<file path="src/rtl/life_sequencer.sv">
// rtl/life_sequencer.sv - run/pause/step sequencer with generation counter and pattern detection
module life_sequencer #(
    parameter int unsigned TICK_DIV  = 12_000_000,
    parameter int unsigned GEN_W     = 16,
    parameter bit          AUTO_HALT = 1'b1
) (
    input  logic             clk,
    input  logic             rst,
    input  logic             run_toggle,
    input  logic             step,
    input  logic [1:0]       speed,
    input  logic [63:0]      grid_in,
    output logic             tick,
    output logic             running,
    output logic             halted,
    output logic [GEN_W-1:0] gen_count,
    output logic             extinct,
    output logic             still,
    output logic             osc2
);
    localparam int unsigned CNT_W = $clog2(TICK_DIV);
    localparam logic [31:0] DIV   = 32'(TICK_DIV);

    typedef enum logic [1:0] {S_PAUSE, S_RUN, S_CHECK, S_HALT} state_t;

    state_t             state, state_nx;
    logic               origin_run, origin_run_nx;
    logic [CNT_W-1:0]   presc, presc_nx;
    logic [63:0]        prev, prev2, prev_nx, prev2_nx;
    logic               pv, pv2, pv_nx, pv2_nx;
    logic               tick_nx, capture;
    logic [GEN_W-1:0]   gen_nx;
    logic               ext_nx, still_nx, osc2_nx;
    logic [31:0]        limit;
    logic               term;

    assign limit   = DIV >> {speed, 1'b0};
    assign term    = 32'(presc) >= (limit - 32'd1);
    assign running = (state == S_RUN) || (state == S_CHECK && origin_run);
    assign halted  = (state == S_HALT);

    always_comb begin
        state_nx      = state;
        origin_run_nx = origin_run;
        presc_nx      = presc;
        tick_nx       = 1'b0;
        capture       = 1'b0;
        prev_nx       = prev;
        prev2_nx      = prev2;
        pv_nx         = pv;
        pv2_nx        = pv2;
        gen_nx        = gen_count;
        ext_nx        = extinct;
        still_nx      = still;
        osc2_nx       = osc2;
        if (tick) begin
            // grid advances at the end of this cycle, so the check waits one cycle
            state_nx = S_CHECK;
            if (state == S_RUN)
                presc_nx = presc + 1'b1;
        end else begin
            case (state)
                S_PAUSE, S_HALT: begin
                    if (run_toggle) begin
                        state_nx = S_RUN;
                        presc_nx = '0;
                        capture  = 1'b1;
                    end else if (step) begin
                        state_nx      = S_PAUSE;
                        origin_run_nx = 1'b0;
                        tick_nx       = 1'b1;
                        capture       = 1'b1;
                    end
                end
                S_RUN: begin
                    if (run_toggle) begin
                        state_nx = S_PAUSE;
                    end else if (term) begin
                        tick_nx       = 1'b1;
                        presc_nx      = '0;
                        origin_run_nx = 1'b1;
                    end else begin
                        presc_nx = presc + 1'b1;
                    end
                end
                S_CHECK: begin
                    if (gen_count != '1)
                        gen_nx = gen_count + 1'b1;
                    ext_nx   = extinct | (grid_in == '0);
                    still_nx = still | (pv && grid_in == prev);
                    osc2_nx  = osc2 | (pv2 && grid_in == prev2 && grid_in != prev);
                    prev2_nx = prev;
                    pv2_nx   = pv;
                    prev_nx  = grid_in;
                    pv_nx    = 1'b1;
                    if (AUTO_HALT && (ext_nx || still_nx || osc2_nx))
                        state_nx = S_HALT;
                    else
                        state_nx = origin_run ? S_RUN : S_PAUSE;
                end
                default: state_nx = S_PAUSE;
            endcase
        end
        if (capture) begin
            prev_nx = grid_in;
            pv_nx   = 1'b1;
            pv2_nx  = 1'b0;
            if (state == S_HALT) begin
                ext_nx   = 1'b0;
                still_nx = 1'b0;
                osc2_nx  = 1'b0;
            end
        end
    end

    always_ff @(posedge clk or posedge rst) begin
        if (rst) begin
            state      <= S_PAUSE;
            origin_run <= 1'b0;
            presc      <= '0;
            tick       <= 1'b0;
            prev       <= '0;
            prev2      <= '0;
            pv         <= 1'b0;
            pv2        <= 1'b0;
            gen_count  <= '0;
            extinct    <= 1'b0;
            still      <= 1'b0;
            osc2       <= 1'b0;
        end else begin
            state      <= state_nx;
            origin_run <= origin_run_nx;
            presc      <= presc_nx;
            tick       <= tick_nx;
            prev       <= prev_nx;
            prev2      <= prev2_nx;
            pv         <= pv_nx;
            pv2        <= pv2_nx;
            gen_count  <= gen_nx;
            extinct    <= ext_nx;
            still      <= still_nx;
            osc2       <= osc2_nx;
        end
    end
endmodule
</file>
<file path="config.mk">
export PLATFORM = sky130hd
export DESIGN_NAME = life_sequencer
export DESIGN_NICKNAME = d
export VERILOG_FILES = /design/src/rtl/life_sequencer.sv
export SDC_FILE = /design/constraint.sdc
export NUM_CORES = 1
export LEC_CHECK = 0
export ABC_AREA = 1
export BUFFER_PORTS_ARGS = -buffer_cell sky130_fd_sc_hd__clkbuf_2
export CORE_MARGIN = 2
export CORE_UTILIZATION = 32
export CTS_CLUSTER_DIAMETER = 150
export CTS_CLUSTER_SIZE = 12
export DETAILED_ROUTE_END_ITERATION = 8
export GPL_ROUTABILITY_DRIVEN = 1
export PLACE_DENSITY = 0.56
export SYNTH_ARGS = -nofsm -noshare
export SYNTH_HDL_FRONTEND = slang
export SYNTH_SLANG_ARGS = --single-unit
</file>
<file path="constraint.sdc">
create_clock -name clk -period 5 [get_ports clk]
set_input_delay 0.25 -clock clk [delete_from_list [all_inputs] [get_ports clk]]
set_output_delay 0.25 -clock clk [all_outputs]
set_load 0.05 [all_outputs]
</file>
==> results.txt <==
Ys flop type -> dfrtp_1
# Max-Cap Violations -> 0
Post-synth cell types -> 38
Seq cells post-synth -> 177
Final instance area -> 11,600 µm²
Post-synth ARST share -> 100%
Tmin final -> 2.77 ns
DRT Wirelength -> 24,200 µm
Overall Global Routing Usage -> 15.3%
Rel. slew slack -> 31.6%
Final Wtd Congestion -> 0.829
Cts hold-fix bufs -> 0
Final Max Slew Viols -> 0
Post_cts resized -> 0
Mapped Cells -> 1,364
HP Class -> input pin to asynchronous set/reset pin
CTS tree -> built
Drt pass-1 iters -> 5
Row cnt -> 64
Placed Area -> 11,000 µm²
Ranking of synthesized cells by area -> dfrtp_1 44%, nand2_1 17%, inv_1 7.2%
Cell area after synthesis -> 10,100 µm²
FF-to-FF Start -> state[0]
Antenna violations before repair -> 1
Vias in the first global route -> 8,047
Yosys top cell by area -> dfrtp_1
Htree depth -> 4
Die area -> 32,900 µm²
Setup Buffers After CTS -> 0
DR WL/cell -> 13.0 µm
Via count -> 8,387
Slew at the pin with the worst max-slew slack -> 1.03 ns
Worst-skew pair later-pin latency -> 0.44 ns
Final period util -> 55.4%
Placeable Area -> 30,800 µm²
Final Net Count -> 1,551
Post-Synth Simple-Gate Area -> 27.7%
Global route overflow -> 0
Compound-Gate Fraction of Synth Area -> 9.23%
Finished Layout Cells -> 1,855
RSZ-0062 raised after global routing -> false
Worst setup path category -> input pin to flip-flop
Critical path, cell by cell -> clkbuf_2, ha_1, inv_1, ha_1, xnor2_1, ha_1, nand3_1, nor2_1, o21ai_0, o211ai_1, nand3_1, nand2_1, nand2_1, nand3_1, nand3_1, inv_1, nor2_1
Largest family of logic cells by synthesized area -> simple AND/OR/NAND/NOR gates
Clock transition at path regs -> 0.07 ns
CTS Sinks -> 177
R2R Setup Slk -> 2.34 ns
IO buf count -> 91
Skew final -> 0.0123 ns
CP max stage cell -> nand3_1
CTS Buf Count -> 17
Pleak -> 6.06 nW
Synth Area in Adders -> 4.34%
Yosys Warn Count -> 0
Placed cells -> 1,823
Sequential share of the synthesized area -> 43.9%
Top-area cell type share of the netlist area -> 43.9%
R2R cell count -> 7
Die width -> 181 µm
Max incr delay on CP -> 0.59 ns
Share of cells above drive strength 1 -> 10.9%
Crit-path max FO -> 20
PwrDens -> 511 nW/µm²
Run status -> finished clean
Post-DP HPWL -> 17,500 µm
Crit. End Element -> flip-flop
First-pass GRT wire length -> 40,500 µm
Syn Nets -> 1,469
XOR/XNOR Fraction of Synth Area -> 6.08%
Area grow syn2layout -> 15.1%
EDFF count, synth -> 0
Largest net degree at the start of global routing -> 178
Root Buffer Master -> clkbuf_16
Layout fillers -> 3,206
Max clock buf depth -> 2
Mux share of post-synthesis cell area -> 0%
Initial detailed-routing violation count -> 519
DRC -> 0
Startpoint Class -> input pin
CP arrival -> 3.08 ns
Final setup viols -> 0
Vias per cell -> 4.52
F_max -> 361 MHz
TNS Setup -> 0 ns
Initial Util -> 32.7%
Avg Inst Size Synth -> 7.39 µm²
I/O pin count -> 92
Die Y-Extent -> 181 µm
Required time of the critical path -> 5.31 ns
Final hold vios -> 0
Max IR drop VDD -> 0.255 mV
Worst path most repeated cell -> nand3_1
Post-route ant nets -> 0
Worst hold margin -> 0.0757 ns
R2R Path End -> presc[20]
Ant. Diodes -> 0
-- flip-flops by register name, summed over array words and instances (netlist names) --
signal / cells
osc2: 1
gen_count: 16
pv: 1
extinct: 1
still: 1
origin_run: 1
presc: 24
state: 2
tick: 1
pv2: 1
prev: 64
prev2: 64
-- routing by layer --
metal | vias up | track usage (%) | share of wire (%)
li1 | 4404 | - | -
met1 | 3861 | 20.8 | 50
met2 | 107 | 25.0 | 46
met3 | 15 | 3.37 | 3.3
met4 | 0 | 3.35 | 0.95
met5 | - | 0 | 0
-- per-stage QoR --
stage,total power [W],worst slack [ns],utilization (%)
2_1_floorplan,0.00397,2.48,-
4_1_cts,0.00603,2.21,37.6
3_3_place_gp,0.00448,1.82,35.6
6_report,0.00593,2.23,37.6
3_5_place_dp,0.00453,1.75,35.6
5_1_grt,0.00648,1.88,37.6
-- worst max path at each step --
stage / startpoint / to / depth (start not counted)
finish: speed[1] / presc[20] / 17
global route: speed[1] / presc[14] / 17
CTS: speed[1] / presc[20] / 17
floorplan: rst / extinct / 1
global placement: speed[1] / presc[18] / 17
detailed placement: speed[1] / presc[4] / 17
-- cells in the mapped netlist, types with 2 or more instances --
cell      count
nand2_1     450
inv_1       194
dfrtp_1     177
o21ai_0     131
nor2_1      110
nand3_1      47
xor2_1       40
ha_1         35
xnor2_1      30
clkbuf_1     26
nand4_1      26
a21oi_1      24
nor3_1       11
or2_2        11
nand3b_1      7
buf_2         6
o22ai_1       5
inv_2         3
nand2_2       3
nor2_2        3
nor2_4        3
o211ai_1      3
o21bai_1      3
nor3_2        2
-- area by class of cell --
type / count / area, µm² / area share [%]
clock inverters: 13 / 199 / 1.72
inverters: 197 / 743 / 6.41
clock buffers: 19 / 433 / 3.73
well taps: 396 / 495 / 4.27
flip-flops and latches: 177 / 4430 / 38.2
multi-input cells: 957 / 4790 / 41.3
repair buffers: 96 / 505 / 4.36
-- layout by cell type (no fill, tap or decap), drive strengths merged --
master	count
nand2	454
clkbuf	110
o22ai	5
dfrtp	177
ha	35
o211ai	3
or2	11
o221ai	1
nor3	13
inv	201
buf	5
nor2	116
o21ai	133
xor2	40
nand3	48
o31ai	1
and3	1
a21oi	24
nand4	26
xnor2	30
o21bai	3
a21o	1
o21a	1
conb	1
clkinvlp	3
o21ba	1
bufinv	4
clkinv	2
nand3b	7
a211oi	1
a31o	1
-- critical path, delay by kind of cell --
| family | cells | cell delay (ns) |
|---|---|---|
| xor gates and xnor gates | 1 | 0.13 |
| buffers and inverters | 3 | 0.58 |
| AOI/OAI and AO/OA | 2 | 0.20 |
| and+or+nand+nor | 8 | 1.16 |
| adders and majority gates | 3 | 0.76 |
-- power by group --
part / internal (W) / switching [W] / leakage, nW
Combinational: 0.000706 / 0.00138 / 3.50
Sequential: 0.00198 / 0.000409 / 2.26
Clock: 0.000850 / 0.000609 / 0.301
-- cells by family after synthesis --
| group | after synthesis |
|---|---|
| simple gates | 676 |
| buf+inv | 230 |
| flops | 177 |
| compound gates | 175 |
| xor+xnor | 70 |
| fa+ha+maj | 35 |
| other cells | 1 |
No activity file was read; power rests on OpenSTA's default activity.
